File: config.mk
export PLATFORM = sky130hd
export DESIGN_NAME = instr_fetch_unit
export DESIGN_NICKNAME = d
export VERILOG_FILES = /design/src/rtl/instr_fetch_unit.sv
export SDC_FILE = /design/constraint.sdc
export NUM_CORES = 1
export LEC_CHECK = 0
export BUFFER_PORTS_ARGS = -buffer_cell sky130_fd_sc_hd__buf_2
export CAP_MARGIN = 20
export CORE_ASPECT_RATIO = 1.25
export CORE_MARGIN = 2
export CORE_UTILIZATION = 45
export DETAILED_ROUTE_END_ITERATION = 10
export SLEW_MARGIN = 15
export SYNTH_ARGS = -nofsm -noshare
export SYNTH_HDL_FRONTEND = slang
export SYNTH_SLANG_ARGS = --single-unit
File: constraint.sdc
create_clock -name clk -period 2.94 [get_ports clk]
set_input_delay 0 -clock clk [delete_from_list [all_inputs] [get_ports clk]]
set_output_delay 0 -clock clk [all_outputs]
set_load 0.02 [all_outputs]
File: src/rtl/instr_fetch_unit.sv
// Instruction fetch unit: maps the core's pc to an 8-bit instruction.
// Keeps one demand entry (cur) and one sequential prefetch entry (pf), and
// talks to instruction memory over a single-outstanding req/ack handshake.
// Ports:
//   clk, CLB            clock (rising edge) and asynchronous active-low reset
//   pc                  program counter from the core
//   ins_out, ins_valid  instruction for the core and its match to pc
//   stall               inverse of ins_valid
//   mem_req, mem_addr   registered memory request and address
//   mem_ack, mem_data   memory completion strobe and read data
//   err                 sticky timeout flag
module instr_fetch_unit #(
    parameter int unsigned TIMEOUT     = 16,
    parameter logic [7:0]  NOP_INS     = 8'h00,
    parameter bit          PREFETCH_EN = 1'b1
) (
    input  logic       clk,
    input  logic       CLB,
    input  logic [7:0] pc,
    output logic [7:0] ins_out,
    output logic       ins_valid,
    output logic       stall,
    output logic       mem_req,
    output logic [7:0] mem_addr,
    input  logic       mem_ack,
    input  logic [7:0] mem_data,
    output logic       err
);

    localparam int unsigned AW = 8;
    localparam int unsigned DW = 8;
    localparam int unsigned CW = 8;

    typedef struct packed {
        logic          valid;
        logic [AW-1:0] addr;
        logic [DW-1:0] data;
    } entry_t;

    typedef enum logic [1:0] {
        IDLE  = 2'd0,
        FETCH = 2'd1,
        PREF  = 2'd2
    } state_t;

    state_t        state_q, state_d;
    entry_t        cur_q, cur_d, pf_q, pf_d;
    logic          req_d;
    logic [AW-1:0] addr_d;
    logic [CW-1:0] cnt_q, cnt_d;
    logic          err_d;
    logic [DW-1:0] hold_q;

    logic          cur_hit, pf_hit, timeout_hit, pf_has_next;
    logic [AW-1:0] pc_next;

    // Hit detection is purely combinational from stored entries and pc
    assign cur_hit   = cur_q.valid && (cur_q.addr == pc);
    assign pf_hit    = pf_q.valid && (pf_q.addr == pc);
    assign ins_valid = cur_hit || pf_hit;
    assign stall     = !ins_valid;
    assign ins_out   = cur_hit ? cur_q.data : (pf_hit ? pf_q.data : hold_q);

    // 8-bit wrap is intentional: pc 8'hFF prefetches 8'h00
    assign pc_next     = pc + AW'(1);
    assign pf_has_next = pf_q.valid && (pf_q.addr == pc_next);

    // Final wait cycle of a stalled request; an ack in the same cycle wins
    assign timeout_hit = mem_req && !mem_ack && (cnt_q == CW'(TIMEOUT - 1));

    // Next-state and datapath updates
    always_comb begin
        state_d = state_q;
        cur_d   = cur_q;
        pf_d    = pf_q;
        req_d   = mem_req;
        addr_d  = mem_addr;
        cnt_d   = cnt_q;
        err_d   = err;

        // Promote a consumed prefetch to the demand entry
        if (pf_hit) begin
            cur_d       = pf_q;
            pf_d.valid  = 1'b0;
        end

        if (mem_req) begin
            if (mem_ack || timeout_hit) begin
                cnt_d = '0;
            end else begin
                cnt_d = cnt_q + CW'(1);
            end
        end

        case (state_q)
            IDLE: begin
                if (!ins_valid) begin
                    req_d   = 1'b1;
                    addr_d  = pc;
                    state_d = FETCH;
                end else if (PREFETCH_EN && !pf_has_next) begin
                    req_d   = 1'b1;
                    addr_d  = pc_next;
                    state_d = PREF;
                end
            end
            FETCH: begin
                if (mem_ack) begin
                    req_d   = 1'b0;
                    state_d = IDLE;
                    // Stale data after a pc jump is dropped; IDLE re-issues
                    if (mem_addr == pc) begin
                        cur_d = {1'b1, mem_addr, mem_data};
                    end
                end else if (timeout_hit) begin
                    req_d   = 1'b0;
                    err_d   = 1'b1;
                    cur_d   = {1'b1, mem_addr, NOP_INS};
                    state_d = IDLE;
                end
            end
            PREF: begin
                if (mem_ack) begin
                    req_d   = 1'b0;
                    pf_d    = {1'b1, mem_addr, mem_data};
                    state_d = IDLE;
                end else if (timeout_hit) begin
                    req_d   = 1'b0;
                    err_d   = 1'b1;
                    state_d = IDLE;
                end
            end
            default: begin
                req_d   = 1'b0;
                state_d = IDLE;
            end
        endcase
    end

    // State and datapath registers
    always_ff @(posedge clk or negedge CLB) begin
        if (!CLB) begin
            state_q  <= IDLE;
            cur_q    <= '0;
            pf_q     <= '0;
            mem_req  <= 1'b0;
            mem_addr <= '0;
            cnt_q    <= '0;
            err      <= 1'b0;
            hold_q   <= '0;
        end else begin
            state_q  <= state_d;
            cur_q    <= cur_d;
            pf_q     <= pf_d;
            mem_req  <= req_d;
            mem_addr <= addr_d;
            cnt_q    <= cnt_d;
            err      <= err_d;
            hold_q   <= ins_out;
        end
    end

endmodule

* Word level (Yosys, flattened, before mapping) *
Cells that the tools add are included.

word-level totals
  input port bits = 19
  logic and storage cells = 63
  register bits after elaboration = 62

cells by class
  reductions and logical operators = 15
  bitwise gates (word level) = 1
  $add $sub $neg = 2
  eq/ne operators = 10
  multiplexer cells = 23

operators by type and width
  kind                                                 count
  two-way mux 17 bit                                   7
  two-way mux 8 bit                                    5
  equality test 8 bit                                  4
  adder 8 x 1 -> 8 bit, second input constant          2
  equality test 8 x 4 -> 1 bit, second input constant  1
  two-way mux 2 bit                                    4
  AND reduction 2 bit                                  3
  logical AND 1 bit                                    5
  two-way mux 1 bit                                    5
  case mux 2 bit (2 select lines)                      1
  != test 3 x 1 -> 1 bit, second input constant        1
  != test 3 bit, second input constant                 1
  AND reduction 3 bit                                  1
  equality test 2 x 1 -> 1 bit, second input constant  1
  equality test 2 bit, second input constant           1
  zero test 1 bit                                      2
  zero test 2 bit                                      1
  logical OR 1 bit                                     2
  != test 2 bit, second input constant                 1
  case mux 1 bit (2 select lines)                      1
  OR reduction 2 bit                                   1
  inverter 1 bit                                       1

* Longest topological paths before layout *
Gate-level depths: netlist (run 1).

  depth in word-level cells = 6
  mapped depth = 10

* Worst setup path after synthesis (run 1) *
No wires, ideal clock.

  path kind = register -> register
  start point = register pf_q[14] in the netlist's numbering
  end point = register hold_q[0]
  cell stages (with the launch flop) = 8
  setup slack = 0.532 ns
  path buffers = 2
  data arrival time = 2.223 ns
  period minus slack after synthesis = 2.408 ns
  cell sequence = dfrtp_1 > xor2_1 > nor4b_1 > nand3_1 > buf_2 > clkbuf_1 > mux2i_1 > o21ai_0

between the ends
  cells in the longest elaborated chain, start to end = 4

RTL lines
  item                             line  source
  start, declared                  47    entry_t cur_q, cur_d, pf_q, pf_d;
  start signal, assigned           154   pf_q <= pf_d;
  equality test 8 bit              59    assign pf_hit = pf_q.valid && (pf_q.addr == pc);
  logical AND 1 bit                59
  two-way mux 8 bit (2 in series)  62    assign ins_out = cur_hit ? cur_q.data : (pf_hit ? pf_q.data : hold_q);
  named net ins_out[0]             20    output logic [7:0] ins_out,
  end signal, assigned             159   hold_q <= ins_out;
  end, declared                    52    logic [DW-1:0] hold_q;

The timed path passes the listed nets, and every way through them passes these cells.
A chain may end at the register's enable or synchronous reset.

* Worst setup path after layout (run 1) *
  start point = register pf_q[13] in the netlist's numbering
  end point = register mem_addr[7]

between the ends
  cells in the longest elaborated chain, start to end = 5
  elaborated cells between the ends (all ways) = 8

RTL lines
  item                           line  source
  equality test 8 bit            59
  logical AND 1 bit              59
  logical OR 1 bit               60    assign ins_valid = cur_hit || pf_hit;
  != test 2 bit (no line)        -
  AND reduction 2 bit (no line)  -
  end signal, assigned           156   mem_addr <= addr_d;
  end, declared                  24    output logic [7:0] mem_addr,

Several ways; a longest one is shown, not always the timed one.

==> run_results.csv, run 1 <==
group,metric,value,unit
status,status,"finished clean",
job,max_cap_violations,0,
cells_and_area,seq_area,1550,um^2
detailed_routing,drc,0,
floorplanning,die_h,102,um
detailed_routing,wl_per_cell,16.6,um
logic_synthesis,postSynthCellCount,370,
critical_path,regToRegSetupSlack,0.40,ns
clock_network,cts-root-buf,"clkbuf_8",
clock_network,cts_tree,"yes",
logic_synthesis,ys_warn_count,0,
detailed_routing,via_count,2909,
critical_path,r2r_cells,7,
global_route,first_global_vias,2785,
sta,fin_tns_setup,0,ns
logic_synthesis,synth_top_area_share,44.5,%
pwr,ir_drop,459,uV
sta,fin_crit_sh,86.3,%
global_route,grt_use_total,21.8,%
critical_path,worst-path-stages,7,
critical_path,crit_chain,"xor2_1 -> and4_1 -> o2111ai_1 -> nor4_4 -> buf_4 -> nor3_1 -> or3_1",
floorplanning,io_pins,39,
critical_path,worst_path_max_delay_cell,"nor4_4",
sta,drv_slew,0,
pwr,p_clk_share,23.5,%
critical_path,crit_type,"reg2reg",
global_route,antenna_found_initial,0,
critical_path,cp.arrival,2.77,ns
clock_network,clk_latency,0.35,ns
critical_path,worstReg2RegStart,"pf_q[13]",
critical_path,worstSetupEndpointType,"flip-flop",
pwr,share_comb_of_total_power,36.1,%
critical_path,critical-path-top-delay-family,"simple AND/OR/NAND/NOR gates",
logic_synthesis,synth_cell_types,50,
clock_network,cts_max_path_buffers,2,
placement,post_dp_cell_area,3750,um^2
floorplanning,rows,35,
worst_hold_path,holdPathEnd,"mem_addr[0]",
placement,dp_cells,486,
floorplanning,die_area,8470,um^2
cells_and_area,layout.nets,439,
floorplanning,initial_core_util,46.8,%
logic_synthesis,syn-num-nets,394,
sta,rsz0062_at_grt,"false",
sta,min_period,2.54,ns
critical_path,max_stage_delay,0.67,ns
detailed_routing,dr.pass1.iters,4,
clock_network,cts_buffers,9,
sta,finalSetupViolations,0,
pwr,leakagePower,0.00189,uW
sta,relSlewSlack,42.9,%
worst_hold_path,hold_depth,3,
sta,whs,0.0683,ns
cells_and_area,drive_above_1_share,21.2,%
global_route,grt-ovfl-total,0,
critical_path,required,3.17,ns
logic_synthesis,synth_edf_count,0,
logic_synthesis,synth_seq_cells,62,
worst_hold_path,holdCritPathClass,"in2reg",
global_route,grt_max_degree,41,
detailed_routing,routed_wl,8.50,mm
sta,finClkSkew,0.00732,ns
logic_synthesis,syn-cell-area,3490,um^2
pwr,power.density,910,nW/um^2
logic_synthesis,yosys.area.top_type,"dfrtp_1",
cells_and_area,fin_area,4090,um^2
cells_and_area,diodes,0,
cells_and_area,syn2layout_area_growth,17.2,%
clock_network,clkTransAtPathRegs,0.07,ns
sta,fmax,394,MHz
logic_synthesis,syn_avg_cell_area,9.42,um^2
pwr,p_switching,1410,uW
logic_synthesis,yosysSeqAreaShare,44.5,%
clock_network,h-tree-depth,3,
worst_hold_path,hp-start,"pc[0]",
logic_synthesis,synthFlopType,"dfrtp_1",
placement,globalplace.congestion,0.847,
critical_path,critPathMaxFanout,13,
critical_path,start_kind,"flip-flop",
detailed_routing,antenna_left,0,
global_route,grt_pass1_wl,13.8,mm
placement,port_buffers,38,
sta,finalHoldViolCount,0,
sta,tightest_slew,0.854,ns
logic_synthesis,async_flop_share,100,%
placement,dp_hpwl,5.68,mm
cells_and_area,fillers,702,
pwr,seq_power_share,40.4,%
logic_synthesis,synth.area.top_cells,"dfrtp_1, nand2_1, mux2_2",
detailed_routing,via_per_inst,5.68,
pwr,p_int,2310,uW
cells_and_area,multiInputGateArea,1790,um^2
clock_network,cts.sinks,62,
pwr,swShare,37.9,%
critical_path,cp_num_buf_inv,1,
floorplanning,coreArea,7440,um^2
cells_and_area,final_cells,512,
critical_path,r2r_end,"mem_addr[7]",
floorplanning,die_x,82.7,um
cells_and_area,final_cell_mix,"nand2_1, dfrtp_1, buf_2, nor2_1",
cells_and_area,final_common_cell,"nand2_1",
detailed_routing,drtIter0Drc,140,
[power groups by stage]
stage | combinational [uW] | sequential [uW] | clock, uW
floorplan | 956 | 1480 | 0
global placement | 1320 | 1510 | 0
detailed placement | 1330 | 1520 | 0
CTS | 1350 | 1500 | 896
global route | 1490 | 1550 | 930
finish | 1340 | 1500 | 872
[registers in the layout, summed over array words and instances, names as in the netlist]
register	count
cnt_q	8
cur_q	17
err	1
hold_q	8
mem_addr	8
mem_req	1
pf_q	17
state_q	2
[synth_stat cells (2+ instances only)]
master,number
and3_1,3
o311ai_0,2
nor2_1,20
a22o_1,8
xnor2_1,18
nand2b_1,3
or4_1,4
xor2_1,11
buf_4,2
dfrtp_1,62
nand2_1,73
clkbuf_1,11
and2_1,2
nor2b_1,4
a31oi_1,11
mux2_2,18
nor4_1,3
ha_1,5
mux2i_1,8
nand3_1,12
buf_6,3
nor3_1,11
buf_2,7
inv_1,7
nand4_1,6
o22ai_1,2
a311o_1,4
o2bb2ai_1,2
or3_1,7
a21oi_1,7
o31ai_1,2
o21ai_0,14
[through the flow]
stage / setup WS, ns / total power [uW] / utilization [%]
6_report: 0.402 / 3720 / 54.9
5_1_grt: 0.200 / 3970 / 54.9
4_1_cts: 0.300 / 3750 / 54.8
3_5_place_dp: 0.450 / 2850 / 50.3
3_3_place_gp: 0.502 / 2830 / 50.3
2_1_floorplan: 0.532 / 2430 / -
[routing by layer]
metal / vias to the layer above / global-route usage, % / routed length (um)
met2: 71 / 35.0 / 4110
met5: - / 0 / 0
li1: 1394 / - / -
met4: 0 / 8.70 / 143
met3: 13 / 4.86 / 361
met1: 1431 / 28.5 / 3880
[cell type report]
| class | instances | share of cell area (%) |
|---|---|---|
| timing repair buffer | 58 | 8.94 |
| tap | 92 | 2.82 |
| inverter | 8 | 0.735 |
| clock buffer | 11 | 3.70 |
| multi-input combinational | 276 | 43.8 |
| sequential | 62 | 38.0 |
| clock inverter | 5 | 1.99 |
[worst reg2reg max path: cells and delay by family (launching register included)]
kind	cells	cell delay (ns)
AOI/OAI and AO/OA	1	0.17
buffers and inverters	1	0.27
xor gates and xnor gates	1	0.24
DFF	1	0.41
and+or+nand+nor	4	1.33
[kinds of logic (layout without fill, tap and decap cells)]
group	count (synthesis)	count (layout)	share of synthesized area, %
adder cells (fa/ha/maj)	5	5	1.79
AND/OR/NAND/NOR	154	154	21.1
buffers and inverters	32	82	4.56
AO/OA/AOI/OAI	61	61	12.2
multiplexers	26	26	8.11
flip-flops	62	62	44.5
XOR/XNOR	30	30	7.75
[timing repair]
| item | CTS | global route |
|---|---|---|
| gates resized for setup | 0 | 1 |
| endpoints found under the hold margin | 39 | 0 |
| hold buffers | 10 | 0 |
| buffers inserted | 0 | 0 |
| setup endpoints to repair | 0 | 1 |
[worst max-delay path by stage]
stage	from	slack (ns)	endpoint
final	pf_q[13]	0.40	mem_addr[7]
after global routing	pf_q[11]	0.20	ins_out[7]
after CTS	pf_q[12]	0.30	ins_out[0]
after detailed placement	pf_q[13]	0.45	mem_addr[7]
after global placement	pf_q[13]	0.50	mem_addr[7]
after floorplan	pf_q[14]	0.53	hold_q[0]
Note: power is estimated with default switching activity, not from simulation.
==> run 2, diff against run 1 <==
ABC_AREA = 1   (was unset)
SETUP_SLACK_MARGIN = 0.3   (was unset)
==> run_results.csv, run 2 <==
group,metric,value,unit
logic_synthesis,synth.area.top_cells,"dfrtp_1, nand2_1, inv_1",
logic_synthesis,synth_top_area_share,42.4,%
clock_network,cts_tree,"yes",
cells_and_area,diodes,0,
logic_synthesis,async_flop_share,100,%
worst_hold_path,hold_depth,5,
logic_synthesis,ys_warn_count,0,
worst_hold_path,hp-start,"pc[7]",
clock_network,h-tree-depth,3,
logic_synthesis,syn-num-nets,518,
pwr,ir_drop,296,uV
floorplanning,die_x,84.6,um
global_route,grt_max_degree,34,
detailed_routing,routed_wl,8.91,mm
critical_path,worst_path_max_delay_cell,"dfrtp_1",
sta,whs,0.103,ns
cells_and_area,syn2layout_area_growth,14.1,%
global_route,grt_use_total,21.8,%
sta,drv_slew,0,
cells_and_area,final_cell_mix,"nand2_1, dfrtp_1, inv_1, buf_2, o21ai_0",
global_route,first_global_vias,3204,
cells_and_area,drive_above_1_share,15.4,%
detailed_routing,via_count,3197,
logic_synthesis,yosysSeqAreaShare,42.4,%
critical_path,worstReg2RegStart,"cnt_q[1]",
logic_synthesis,synth_seq_cells,62,
global_route,grt_pass1_wl,15.4,mm
logic_synthesis,syn-cell-area,3660,um^2
pwr,power.density,709,nW/um^2
floorplanning,coreArea,7840,um^2
placement,globalplace.congestion,0.841,
critical_path,critPathMaxFanout,21,
critical_path,r2r_cells,10,
pwr,p_int,1800,uW
sta,fmax,427,MHz
critical_path,r2r_end,"cur_q[2]",
logic_synthesis,synth_cell_types,37,
detailed_routing,wl_per_cell,13.9,um
worst_hold_path,holdCritPathClass,"in2reg",
critical_path,critPathMostFrequentCell,"nand2_1",
sta,tightest_slew,0.613,ns
detailed_routing,dr.pass1.iters,4,
logic_synthesis,yosys.area.top_type,"dfrtp_1",
floorplanning,io_pins,39,
logic_synthesis,synthFlopType,"dfrtp_1",
placement,dp_hpwl,6.47,mm
sta,finClkSkew,0.0125,ns
clock_network,clk_latency,0.34,ns
clock_network,cts_buffers,9,
sta,relSlewSlack,59.1,%
status,status,"finished clean",
clock_network,cts-root-buf,"clkbuf_8",
job,max_cap_violations,0,
critical_path,crit_chain,"xnor2_1 -> nand2_1 -> nor2_4 -> nand3_4 -> clkinv_2 -> nand2_1 -> o211ai_1 -> buf_2",
pwr,swShare,39.1,%
clock_network,cts.sinks,62,
pwr,share_comb_of_total_power,31.6,%
clock_network,clkTransAtPathRegs,0.07,ns
global_route,grt-ovfl-total,0,
sta,rsz0062_at_grt,"false",
worst_hold_path,holdPathEnd,"mem_addr[7]",
clock_network,postCtsSetupRepairBufs,0,
detailed_routing,via_per_inst,5.00,
cells_and_area,top_regs,"cur_q (17), pf_q (17)",
floorplanning,initial_core_util,46.7,%
critical_path,crit_type,"reg2out",
detailed_routing,antenna_left,0,
sta,fin_tns_setup,0,ns
cells_and_area,layout.nets,563,
logic_synthesis,synth_edf_count,0,
critical_path,worstSetupEndpointType,"output port",
critical_path,max_stage_delay,0.43,ns
global_route,antenna_found_initial,0,
sta,finalHoldViolCount,0,
logic_synthesis,syn_avg_cell_area,7.40,um^2
critical_path,cp.arrival,2.34,ns
cells_and_area,final_common_cell,"nand2_1",
logic_synthesis,synthTopCellsByCount,"nand2_1, dfrtp_1, inv_1, o21ai_0, nand3_1",
sta,min_period,2.34,ns
placement,port_buffers,38,
pwr,leakagePower,0.00212,uW
detailed_routing,drc,0,
clock_network,cts_max_path_buffers,2,
critical_path,required,2.94,ns
detailed_routing,drtIter0Drc,186,
critical_path,start_kind,"flip-flop",
sta,finalSetupViolations,0,
pwr,p_clk_share,25.7,%
logic_synthesis,postSynthCellCount,494,
pwr,p_switching,1160,uW
floorplanning,die_area,8870,um^2
pwr,seq_power_share,42.7,%
critical_path,regToRegSetupSlack,0.77,ns
sta,fin_crit_sh,79.6,%
logic_synthesis,synth.most_common_cell,"nand2_1",
floorplanning,rows,36,
floorplanning,die_h,105,um
-- run 2: cell count changes in the layout (fill, tap and decap cells not counted), sizes merged, moves of 9 or more --
cell   before  now
xnor2      18    5
nand3      12   34
nand2      73  191
mux2       18    0
a31oi      11    0
nor3       11    2
inv         8   61
o21ai      14   49
-- run 2: logic make-up (layout without fill, tap and decap cells) --
logic type	count (synthesis)	in the layout	share of synthesized area, %
flip-flops	62	62	42.4
AO/OA/AOI/OAI	62	62	9.58
AND/OR/NAND/NOR	268	268	32.5
buffers and inverters	80	130	9.75
adder cells (fa/ha/maj)	5	5	1.71
XOR/XNOR	17	17	4.07
-- run 2: power groups by stage --
stage	Combinational, uW	Sequential [uW]	Clock [uW]
finish	935	1260	760
global route	1070	1300	809
CTS	946	1260	776
detailed placement	931	1280	0
global placement	918	1280	0
floorplan	634	1280	0
-- run 2: worst max-delay path by stage --
| stage | startpoint | to | slack (ns) | cells past startpoint |
|---|---|---|---|---|
| floorplan | mem_req | cur_q[0] | 1.27 | 10 |
| global placement | cnt_q[1] | cur_q[3] | 0.80 | 10 |
| detailed placement | cnt_q[0] | cur_q[2] | 0.76 | 10 |
| CTS | pf_q[12] | ins_out[2] | 0.50 | 10 |
| global route | pf_q[14] | ins_out[1] | 0.31 | 8 |
| finish | pf_q[14] | ins_out[2] | 0.60 | 8 |
-- run 2: cell type report --
cell class | count | area, um^2
Inverter | 64 | 243
Sequential cell | 62 | 1550
Clock inverter | 5 | 58.8
Timing Repair Buffer | 50 | 310
Tap cell | 95 | 119
Multi-Input combinational cell | 352 | 1750
Fill cell | 805 | 3660
Clock buffer | 11 | 141
-- run 2: per-stage QoR --
step / instances / power, uW / util, % / cell area, um^2 / worst slack, ns
floorplan: 494 / 1920 / - / 3660 / 1.27
global placement: 613 / 2190 / 49.3 / 3870 / 0.803
detailed placement: 613 / 2210 / 49.3 / 3870 / 0.762
CTS: 638 / 2980 / 53.0 / 4160 / 0.496
global route: 639 / 3180 / 53.2 / 4170 / 0.309
finish: 639 / 2960 / 53.2 / 4170 / 0.599
-- run 2: timing repair --
item / in CTS / in global routing
hold buffers: 9 / 0
hold endpoints to repair: 39 / 0
setup endpoints to repair: 0 / 3
resized for setup: 0 / 1
-- run 2: routing by layer --
layer | part of all wire (%) | up-vias | track usage, %
met2 | 50 | 64 | 36.4
met5 | 0 | - | 0
li1 | - | 1644 | -
met1 | 45 | 1476 | 28.4
met3 | 3.9 | 13 | 2.76
met4 | 1.7 | 0 | 8.84
-- run 2: critical path: cells and delay by family, from the launching register on --
family | cells | cell delay, ns
XOR/XNOR | 1 | 0.22
buffers and inverters | 2 | 0.50
AND/OR/NAND/NOR | 4 | 0.62
AO/OA/AOI/OAI | 1 | 0.23
flip-flops | 1 | 0.43
==> run 3, diff against run 2 <==
PLACE_DENSITY = 0.66   (was unset)
clock period = 1.89 ns   (was 2.94 ns; I/O delays follow)
==> run_results.csv, run 3 (same netlist as run 2, synthesis figures left out) <==
group,metric,value,unit
cells_and_area,fin_area,5130,um^2
floorplanning,initial_core_util,46.7,%
critical_path,worstReg2RegStart,"pf_q[8]",
critical_path,regToRegSetupSlack,-0.03,ns
critical_path,r2r_cells,13,
placement,port_buffers,38,
cells_and_area,diodes,0,
worst_hold_path,holdCritPathClass,"in2reg",
sta,whs,0.0738,ns
job,max_cap_violations,0,
critical_path,critPathMaxFanout,8,
sta,finalSetupViolations,16,
global_route,gr-usage-met1,28.6,%
cells_and_area,syn2layout_area_growth,40.2,%
clock_network,cts_buffers,9,
critical_path,cp.arrival,2.05,ns
cells_and_area,final_common_cell,"nand2_1",
floorplanning,coreArea,7840,um^2
critical_path,required,1.89,ns
global_route,grt_max_degree,63,
detailed_routing,antenna_left,0,
sta,finClkSkew,0.00912,ns
detailed_routing,routed_wl,10.1,mm
detailed_routing,drc,0,
cells_and_area,drive_above_1_share,35.8,%
global_route,use_met2,38.1,%
floorplanning,die_area,8870,um^2
sta,relSlewSlack,66.0,%
critical_path,worst-path-stages,9,
global_route,grt-ovfl-total,0,
pwr,swShare,39.8,%
sta,drv_slew,0,
critical_path,r2r_end,"mem_addr[5]",
critical_path,worst_path_max_delay_cell,"dfrtp_1",
pwr,ir_drop,554,uV
sta,min_period,2.05,ns
worst_hold_path,holdPathEnd,"mem_addr[7]",
pwr,power.density,1030,nW/um^2
global_route,use_met3,3.87,%
cells_and_area,final_cell_mix,"nand2_1, dfrtp_1, inv_1, nand2_2, buf_4",
clock_network,clk_latency,0.36,ns
worst_hold_path,hold_depth,5,
cells_and_area,layout.nets,611,
global_route,grt_use_total,22.7,%
global_route,busiest_layer,"met2",
worst_hold_path,hp-start,"pc[7]",
sta,fin_crit_sh,108,%
critical_path,critical-path-top-delay-family,"simple AND/OR/NAND/NOR gates",
critical_path,crit_type,"reg2out",
sta,finalWorstSetupSlack,-0.156,ns
pwr,p_clk_share,25.9,%
global_route,antenna_found_initial,0,
detailed_routing,dr.pass1.iters,5,
clock_network,cts.sinks,62,
placement,post_dp_cell_area,3960,um^2
placement,dp_hpwl,6.29,mm
status,violations,"negative setup slack",
clock_network,cts-root-buf,"clkbuf_8",
cells_and_area,fillers,651,
critical_path,max_stage_delay,0.38,ns
critical_path,worstSetupEndpointType,"output port",
clock_network,h-tree-depth,3,
pwr,leakagePower,0.00257,uW
pwr,seq_power_share,38.4,%
floorplanning,rows,36,
pwr,share_comb_of_total_power,35.8,%
critical_path,start_kind,"flip-flop",
critical_path,cp_num_buf_inv,3,
sta,fmax,489,MHz
floorplanning,die_h,105,um
global_route,grt_pass1_wl,15.9,mm
clock_network,cts_max_path_buffers,2,
cells_and_area,post-route-util,65.4,%
pwr,p_switching,2110,uW
detailed_routing,via_per_inst,5.21,
detailed_routing,drtIter0Drc,285,
sta,rsz0062_at_grt,"true",
floorplanning,io_pins,39,
floorplanning,die_x,84.6,um
detailed_routing,wl_per_cell,14.7,um
global_route,first_global_vias,3351,
critical_path,crit_chain,"inv_1 -> nand2_1 -> nand4_1 -> nor2_4 -> nand3_4 -> inv_8 -> nand2_2 -> o211ai_1 -> buf_4",
clock_network,cts_tree,"yes",
sta,finalHoldViolCount,0,
status,status,"finished, violations left",
cells_and_area,top_regs,"cur_q (17), pf_q (17)",
detailed_routing,via_count,3579,
placement,globalplace.congestion,0.890,
sta,tightest_slew,0.511,ns
pwr,p_int,3180,uW
clock_network,clkTransAtPathRegs,0.08,ns
-- run 3: changes by cell type in the layout (fill, tap and decap cells not counted), sizes merged --
cell	change
buf	+46
bufinv	+1
clkbuf	-1
clkinv	-1
clkinvlp	-2
inv	+5
-- run 3: per-layer routing --
metal	wire length [um]	share of wire, %
met2	5170	51
met4	330	3.3
met1	4090	40
met3	514	5.1
met5	0	0
-- run 3: timing repair --
action	CTS	global route
buffers inserted	25	16
resized for setup	88	63
hold buffers	9	0
endpoints found under the setup margin	51	53
pin swaps	23	30
endpoints found under the hold margin	77	0
gates cloned	2	1
-- run 3: worst max path at each step --
stage | start | to
2_1_floorplan | pf_q[14] | hold_q[1]
3_3_place_gp | pf_q[14] | ins_out[6]
3_5_place_dp | pf_q[14] | mem_addr[1]
4_1_cts | pf_q[14] | ins_out[1]
5_1_grt | pf_q[8] | ins_out[1]
6_report | pf_q[8] | ins_out[2]
-- run 3: cell type report --
| cell class | count | area (um^2) | area share (%) |
|---|---|---|---|
| clock buffers | 9 | 124 | 2.42 |
| clock inverters | 7 | 104 | 2.03 |
| inverters | 64 | 267 | 5.20 |
| multi-input cells | 352 | 2080 | 40.6 |
| flip-flops and latches | 62 | 1560 | 30.4 |
| well taps | 95 | 119 | 2.32 |
| repair buffers | 97 | 860 | 16.8 |
| repair inverters | 1 | 11.3 | 0.220 |
-- run 3: per-stage QoR --
stage | std cells | setup TNS (ns) | setup slack, ns | power, uW
after floorplan | 494 | 0 | 0.257 | 3010
after global placement | 618 | 0 | 0.0655 | 3420
after detailed placement | 618 | 0 | 0.0662 | 3460
after CTS | 670 | -0.944 | -0.134 | 5060
after global routing | 687 | -3.90 | -0.266 | 5610
final | 687 | -1.12 | -0.156 | 5290
-- run 3: power by group through the flow --
stage | logic (uW) | registers [uW] | clock network, uW
floorplan | 1000 | 2000 | 0
global placement | 1440 | 1980 | 0
detailed placement | 1480 | 1980 | 0
CTS | 1690 | 1990 | 1390
global route | 2090 | 2070 | 1450
finish | 1890 | 2030 | 1370
-- run 3: worst reg2reg max path, stage by stage, from the launching register on --
cell	delay [ns]
dfrtp_1	0.38
inv_1	0.07
nand2_1	0.09
nand4_1	0.17
nor2_4	0.18
nand3_4	0.17
nand2_8	0.17
buf_6	0.12
buf_12	0.12
buf_6	0.09
nand2_1	0.04
o21ai_1	0.07
nand3_1	0.09
nand2_1	0.10
